===== src/rtl/uart_pkg.sv =====
// Shared definitions for the UART receive path: parity modes, RX FSM
// state encodings and the bit-timer width helper.
package uart_pkg;

  localparam int PARITY_NONE = 0;
  localparam int PARITY_EVEN = 1;
  localparam int PARITY_ODD  = 2;

  typedef enum logic [2:0] {
    ST_IDLE    = 3'd0,
    ST_START   = 3'd1,
    ST_DATA    = 3'd2,
    ST_PARITY  = 3'd3,
    ST_STOP    = 3'd4,
    ST_BRKWAIT = 3'd5
  } rx_state_t;

  function automatic int cnt_width(input int clks);
    return (clks > 1) ? $clog2(clks) : 1;
  endfunction

endpackage


===== src/rtl/uart_rx_sampler.sv =====
// Line synchroniser, free-running bit timer and 3-sample majority voter.
// The owner clears the timer on a detected start edge to align bit periods.
module uart_rx_sampler
  import uart_pkg::*;
#(
  parameter int clksPerBit = 234
) (
  input  logic i_clk,
  input  logic i_reset,
  input  logic i_serial,
  input  logic i_cntClear,
  output logic o_s,
  output logic o_bitStrobe,
  output logic o_bit
);

  localparam int W = cnt_width(clksPerBit);
  localparam int H = clksPerBit / 2;
  localparam logic [W-1:0] CNT_LAST = W'(clksPerBit - 1);
  localparam logic [W-1:0] CNT_SA   = W'(H - 1);
  localparam logic [W-1:0] CNT_SB   = W'(H);
  localparam logic [W-1:0] CNT_DEC  = W'(H + 1);

  logic         r_sync1;
  logic         r_sync2;
  logic [W-1:0] r_cnt;
  logic         r_smpA;
  logic         r_smpB;

  always_ff @(posedge i_clk) begin
    r_sync1 <= i_serial;
    r_sync2 <= r_sync1;
  end

  always_ff @(posedge i_clk) begin
    if (i_reset || i_cntClear) begin
      r_cnt <= '0;
    end else if (r_cnt == CNT_LAST) begin
      r_cnt <= '0;
    end else begin
      r_cnt <= r_cnt + 1'b1;
    end
  end

  // First two votes are stored; the third is the live value at the decision count.
  always_ff @(posedge i_clk) begin
    if (r_cnt == CNT_SA) r_smpA <= r_sync2;
    if (r_cnt == CNT_SB) r_smpB <= r_sync2;
  end

  assign o_s         = r_sync2;
  assign o_bitStrobe = (r_cnt == CNT_DEC);
  assign o_bit       = (r_smpA & r_smpB) | (r_smpA & r_sync2) | (r_smpB & r_sync2);

endmodule


===== src/rtl/uart_rx_param.sv =====
// Parametrised UART receiver: frame FSM, shift register and a valid/ready
// holding register with parity, framing, break and overrun reporting.
module uart_rx_param
  import uart_pkg::*;
#(
  parameter int clksPerBit = 234,
  parameter int dataBits   = 8,
  parameter int parityMode = 1,
  parameter int stopBits   = 1
) (
  input  logic                i_clkRx,
  input  logic                i_reset,
  input  logic                i_rxSerial,
  input  logic                i_rxReady,
  output logic                o_rxValid,
  output logic [dataBits-1:0] o_rxData,
  output logic                o_parityError,
  output logic                o_frameError,
  output logic                o_break,
  output logic                o_overrun
);

  localparam logic [3:0] LAST_DATA = 4'(dataBits - 1);
  localparam logic [3:0] LAST_STOP = 4'(stopBits - 1);

  logic                w_s;
  logic                w_strobe;
  logic                w_bit;
  logic                w_cntClear;
  logic                w_done;
  logic                w_frmErrNow;
  logic                w_brk;
  logic                w_parExp;
  logic                w_xfer;
  rx_state_t           r_state;
  rx_state_t           w_stateNext;
  logic [3:0]          r_bitIdx;
  logic [dataBits-1:0] r_shift;
  logic                r_parBit;
  logic                r_parErr;
  logic                r_frmErr;
  logic                r_valid;
  logic [dataBits-1:0] r_data;
  logic                r_perr;
  logic                r_ferr;
  logic                r_brk;
  logic                r_ovr;

  uart_rx_sampler #(
    .clksPerBit(clksPerBit)
  ) u_sampler (
    .i_clk      (i_clkRx),
    .i_reset    (i_reset),
    .i_serial   (i_rxSerial),
    .i_cntClear (w_cntClear),
    .o_s        (w_s),
    .o_bitStrobe(w_strobe),
    .o_bit      (w_bit)
  );

  assign w_parExp    = (parityMode == PARITY_ODD) ? ~^r_shift : ^r_shift;
  assign w_frmErrNow = r_frmErr | ~w_bit;
  assign w_brk       = (r_shift == '0) && ((parityMode == PARITY_NONE) || !r_parBit)
                       && w_frmErrNow;
  assign w_xfer      = r_valid & i_rxReady;

  always_ff @(posedge i_clkRx) begin
    if (i_reset) r_state <= ST_IDLE;
    else         r_state <= w_stateNext;
  end

  always_comb begin
    w_stateNext = r_state;
    w_cntClear  = 1'b0;
    w_done      = 1'b0;
    case (r_state)
      ST_IDLE: begin
        if (!w_s) begin
          w_cntClear  = 1'b1;
          w_stateNext = ST_START;
        end
      end
      ST_START: begin
        if (w_strobe) w_stateNext = w_bit ? ST_IDLE : ST_DATA;
      end
      ST_DATA: begin
        if (w_strobe && (r_bitIdx == LAST_DATA))
          w_stateNext = (parityMode != PARITY_NONE) ? ST_PARITY : ST_STOP;
      end
      ST_PARITY: begin
        if (w_strobe) w_stateNext = ST_STOP;
      end
      ST_STOP: begin
        if (w_strobe && (r_bitIdx == LAST_STOP)) begin
          w_done      = 1'b1;
          w_stateNext = w_brk ? ST_BRKWAIT : ST_IDLE;
        end
      end
      ST_BRKWAIT: begin
        if (w_s) w_stateNext = ST_IDLE;
      end
      default: w_stateNext = ST_IDLE;
    endcase
  end

  always_ff @(posedge i_clkRx) begin
    if (i_reset) begin
      r_bitIdx <= '0;
      r_parBit <= 1'b0;
      r_parErr <= 1'b0;
      r_frmErr <= 1'b0;
    end else begin
      case (r_state)
        ST_IDLE: begin
          if (!w_s) begin
            r_bitIdx <= '0;
            r_parBit <= 1'b0;
            r_parErr <= 1'b0;
            r_frmErr <= 1'b0;
          end
        end
        ST_DATA: begin
          if (w_strobe) r_bitIdx <= (r_bitIdx == LAST_DATA) ? 4'd0 : r_bitIdx + 4'd1;
        end
        ST_PARITY: begin
          if (w_strobe) begin
            r_parBit <= w_bit;
            r_parErr <= (w_bit != w_parExp);
          end
        end
        ST_STOP: begin
          if (w_strobe) begin
            r_frmErr <= w_frmErrNow;
            r_bitIdx <= r_bitIdx + 4'd1;
          end
        end
        default: ;
      endcase
    end
  end

  // Data bits arrive LSB first, so shift in from the top.
  always_ff @(posedge i_clkRx) begin
    if ((r_state == ST_DATA) && w_strobe) r_shift <= {w_bit, r_shift[dataBits-1:1]};
  end

  always_ff @(posedge i_clkRx) begin
    if (i_reset) begin
      r_valid <= 1'b0;
      r_data  <= '0;
      r_perr  <= 1'b0;
      r_ferr  <= 1'b0;
      r_brk   <= 1'b0;
      r_ovr   <= 1'b0;
    end else if (w_done) begin
      if (!r_valid || w_xfer) begin
        r_valid <= 1'b1;
        r_data  <= r_shift;
        r_perr  <= r_parErr;
        r_ferr  <= w_frmErrNow;
        r_brk   <= w_brk;
        if (w_xfer) r_ovr <= 1'b0;
      end else begin
        r_ovr <= 1'b1;
      end
    end else if (w_xfer) begin
      r_valid <= 1'b0;
      r_ovr   <= 1'b0;
    end
  end

  assign o_rxValid     = r_valid;
  assign o_rxData      = r_data;
  assign o_parityError = r_perr;
  assign o_frameError  = r_ferr;
  assign o_break       = r_brk;
  assign o_overrun     = r_ovr;

endmodule


===== config.mk =====
export PLATFORM = sky130hd
export DESIGN_NAME = uart_rx_param
export DESIGN_NICKNAME = d
export VERILOG_FILES = /design/src/rtl/uart_pkg.sv /design/src/rtl/uart_rx_sampler.sv /design/src/rtl/uart_rx_param.sv
export SDC_FILE = /design/constraint.sdc
export NUM_CORES = 1
export LEC_CHECK = 0
export CORE_ASPECT_RATIO = 0.8
export CORE_MARGIN = 10
export CORE_UTILIZATION = 56
export CTS_CLUSTER_SIZE = 30
export DETAILED_ROUTE_END_ITERATION = 6
export PLACE_DENSITY = 0.87
export SYNTH_ARGS = -nofsm -noshare
export SYNTH_HDL_FRONTEND = slang
export SYNTH_HIERARCHICAL = 1
export SYNTH_SLANG_ARGS = --single-unit

===== constraint.sdc =====
create_clock -name i_clkRx -period 2.55 [get_ports i_clkRx]
set_clock_uncertainty 0.05 [all_clocks]
set_input_delay 0.255 -clock i_clkRx [delete_from_list [all_inputs] [get_ports i_clkRx]]
set_output_delay 0.255 -clock i_clkRx [all_outputs]
set_load 0.005 [all_outputs]

==> impl_metrics.json, run 1 <==
{
  "gr-total-overflow": 0,
  "first_iter_violations": 91,
  "ys_ff_latch": 43,
  "dpl_cell_area_um2": 2202,
  "timing.fmax_mhz": 449.1,
  "p_leak_uw": 0.0009180,
  "period_needed_ns": 2.227,
  "htreeDepth": 2,
  "final_common_cell": "dfxtp_1",
  "area_growth_pct": 14.63,
  "worstMarginPinSlew_ns": 0.7978,
  "grt_pass1_vias": 1345,
  "endpoint_kind": "register",
  "critPathRequiredTime_ns": 2.72,
  "diodes": 0,
  "routedWlPerCell_um": 14.13,
  "start_kind": "register",
  "final_cell_mix": "dfxtp_1 (33), nor2_1 (25), inv_1 (17), clkdlybuf4s50_1 (16), mux2i_1 (14)",
  "worst_ep_arrival_time_ns": 2.40,
  "fin_tns_setup_ns": 0,
  "insertion_delay_ns": 0.30,
  "ys_types": 45,
  "worstHoldPathCells": 0,
  "viasPerCell": 5.475,
  "cts-root-buf": "clkbuf_8",
  "finalHoldViolCount": 0,
  "cp_max_fo": 12,
  "synth_top_area_share_pct": 33.02,
  "port_buffers": 16,
  "slew_headroom_pct": 46.36,
  "num_rows": 19,
  "synth.area.top_cells": "dfxtp_1 (33%), edfxtp_1 (15%), mux2i_1 (7.0%)",
  "place_congestion": 0.8400,
  "finalNetCount": 232,
  "r2r_slack_ns": 0.32,
  "slew_violations": 0,
  "io_pins": 17,
  "dieArea_um2": 6378,
  "grt_pass1_wl_mm": 6.237,
  "power_uw": 1222,
  "hold_buffers": 0,
  "min_period_over_period_pct": 87.33,
  "antenna_found_initial": 0,
  "setup_viol": 0,
  "syn_area_um2": 2001,
  "dr.pass1.iters": 4,
  "drive_above_1_share_pct": 7.763,
  "initial_core_util_pct": 58.04,
  "postRouteWirelength_mm": 3.688,
  "drtAntennaViolNets": 0,
  "fin_util_pct": 66.53,
  "drc": 0,
  "syn_nets": 211,
  "path_class": "reg -> reg",
  "cts_buffer_depth": 2,
  "rr_startpoint": "u_sampler/r_cnt[2]$_SDFF_PP0_",
  "rsz0062_at_grt": "false",
  "syn_inst": 197,
  "ir_worst_vdd_mv": 0.4264,
  "cts_setup_buffers": 0,
  "avgSynthCellArea_um2": 10.16,
  "die_width_um": 86.83,
  "worstReg2RegEnd": "o_frameError$_SDFFE_PP0P_",
  "hp-start": "u_sampler/r_sync1$_DFF_P_",
  "numCtsBuffers": 5,
  "dpl.hpwl_mm": 2.716,
  "core-area_um2": 3447,
  "synth_top_cell_by_area": "dfxtp_1",
  "grtUsageTotal_pct": 12.32,
  "cts.clk_slew.worst_paths_ns": 0.08,
  "num_vias": 1429,
  "r2r_cells": 8,
  "clock-sinks": 43,
  "ys_seq_area_share_pct": 48.03,
  "power_density_nw_per_um2": 532.8,
  "fin_area_um2": 2293,
  "ctsResizeCount": 0,
  "hold-path-endpoint": "u_sampler/o_s$_DFF_P_",
  "cts_tree": "built",
  "status": "completed",
  "ys_warn_count": 6,
  "synthFlopType": "dfxtp_1",
  "hp-class": "reg -> reg",
  "grt_start_max_net_pins": 16,
  "synth_edf_count": 10,
  "async_flop_share_pct": 0,
  "die_h_um": 73.46,
  "drv_cap": 0
}
-- through the flow --
stage	worst slack [ns]	std cells	hold WS, ns
after floorplan	0.4146	197	0.2327
after global placement	0.5122	253	0.2619
after detailed placement	0.3484	253	0.2654
after CTS	0.3276	261	0.2837
after global routing	0.05948	261	0.2886
final	0.3231	261	0.2823
-- worst max-delay path by stage --
stage,from,to,slack [ns],cells after the start
2_1_floorplan,u_sampler/r_cnt[2]$_SDFF_PP0_,r_shift[0]$_DFFE_PP_,0.41,5
3_3_place_gp,u_sampler/r_cnt[2]$_SDFF_PP0_,o_frameError$_SDFFE_PP0P_,0.51,8
3_5_place_dp,u_sampler/r_cnt[2]$_SDFF_PP0_,o_frameError$_SDFFE_PP0P_,0.35,8
4_1_cts,u_sampler/r_cnt[2]$_SDFF_PP0_,o_frameError$_SDFFE_PP0P_,0.33,8
5_1_grt,u_sampler/r_cnt[2]$_SDFF_PP0_,r_bitIdx[1]$_SDFFE_PP0P_,0.06,8
6_report,u_sampler/r_cnt[2]$_SDFF_PP0_,o_frameError$_SDFFE_PP0P_,0.32,8
-- cell usage after synthesis (2+ instances only) --
| cell type | instances |
|---|---|
| a211oi_1 | 2 |
| a21oi_1 | 10 |
| a22oi_1 | 2 |
| a311oi_1 | 2 |
| and2_1 | 4 |
| buf_4 | 3 |
| clkbuf_1 | 2 |
| dfxtp_1 | 33 |
| edfxtp_1 | 10 |
| ha_1 | 10 |
| inv_1 | 17 |
| mux2i_1 | 14 |
| nand2_1 | 8 |
| nand2b_1 | 4 |
| nand3_1 | 5 |
| nand3_2 | 2 |
| nand3b_1 | 2 |
| nor2_1 | 25 |
| nor3_1 | 4 |
| o21ai_0 | 5 |
| o31ai_1 | 3 |
| or3_1 | 3 |
| xnor2_1 | 3 |
| xor2_1 | 3 |
-- cell families (layout without fill, tap and decap cells) --
group	count (synthesis)	in the layout	share of synthesized area, %
AOI/OAI and AO/OA	31	31	10.32
xor gates and xnor gates	7	7	3.753
adders and majority gates	11	11	6.754
buffers and inverters	23	45	5.253
DFF	43	43	48.03
muxes	14	14	7.004
and+or+nand+nor	68	68	18.89
-- power breakdown --
group	internal [uW]	total, uW	switching [uW]
combinational	27.7	61.9	34.2
clock	219	442	223
sequential	702	718	15.9
-- worst max-delay path, stage by stage (launching register included) --
cell and delay, ns:
dfxtp_1 0.44, nand2_1 0.12, nor4_1 0.34, and2_1 0.23
and4bb_2 0.32, nand3_2 0.09, buf_4 0.21, or2_0 0.23
a21oi_1 0.13
-- flip-flops by register name, summed over array words and instances, names as in the netlist --
register	flops
o_break	1
o_frameError	1
o_overrun	1
o_parityError	1
o_rxData	8
o_rxValid	1
r_bitIdx	4
r_frmErr	1
r_parBit	1
r_parErr	1
r_shift	8
r_state	3
u_sampler/o_s	1
u_sampler/r_cnt	8
u_sampler/r_smpA	1
u_sampler/r_smpB	1
u_sampler/r_sync1	1
-- cell type report --
class,count,area [um2]
fill,271,1154
sequential,43,960.9
multi-input combinational,131,934.6
timing repair buffer,20,190.2
clock buffer,7,86.33
inverter,17,63.81
tap,42,52.55
clock inverter,1,5.005
-- routing by layer --
metal / share of wire [%] / routed length (um) / global-route usage, %
met1: 47 / 1731 / 14.99
met2: 45 / 1651 / 18.77
met3: 6.1 / 225 / 4.641
met4: 2.2 / 80 / 5.925
met5: 0 / 0 / 0
No activity file was read; power rests on OpenSTA's default activity.
==> run 2, diff against run 1 <==
--- a/config.mk
+++ b/config.mk
@@ -11,6 +11,7 @@
 export CTS_CLUSTER_SIZE = 30
 export DETAILED_ROUTE_END_ITERATION = 6
 export PLACE_DENSITY = 0.87
+export SLEW_MARGIN = 40
 export SYNTH_ARGS = -nofsm -noshare
 export SYNTH_HDL_FRONTEND = slang
 export SYNTH_HIERARCHICAL = 1
==> results of run 2 <==
The final DEF is identical to that of run 1; final timing and power are the same.
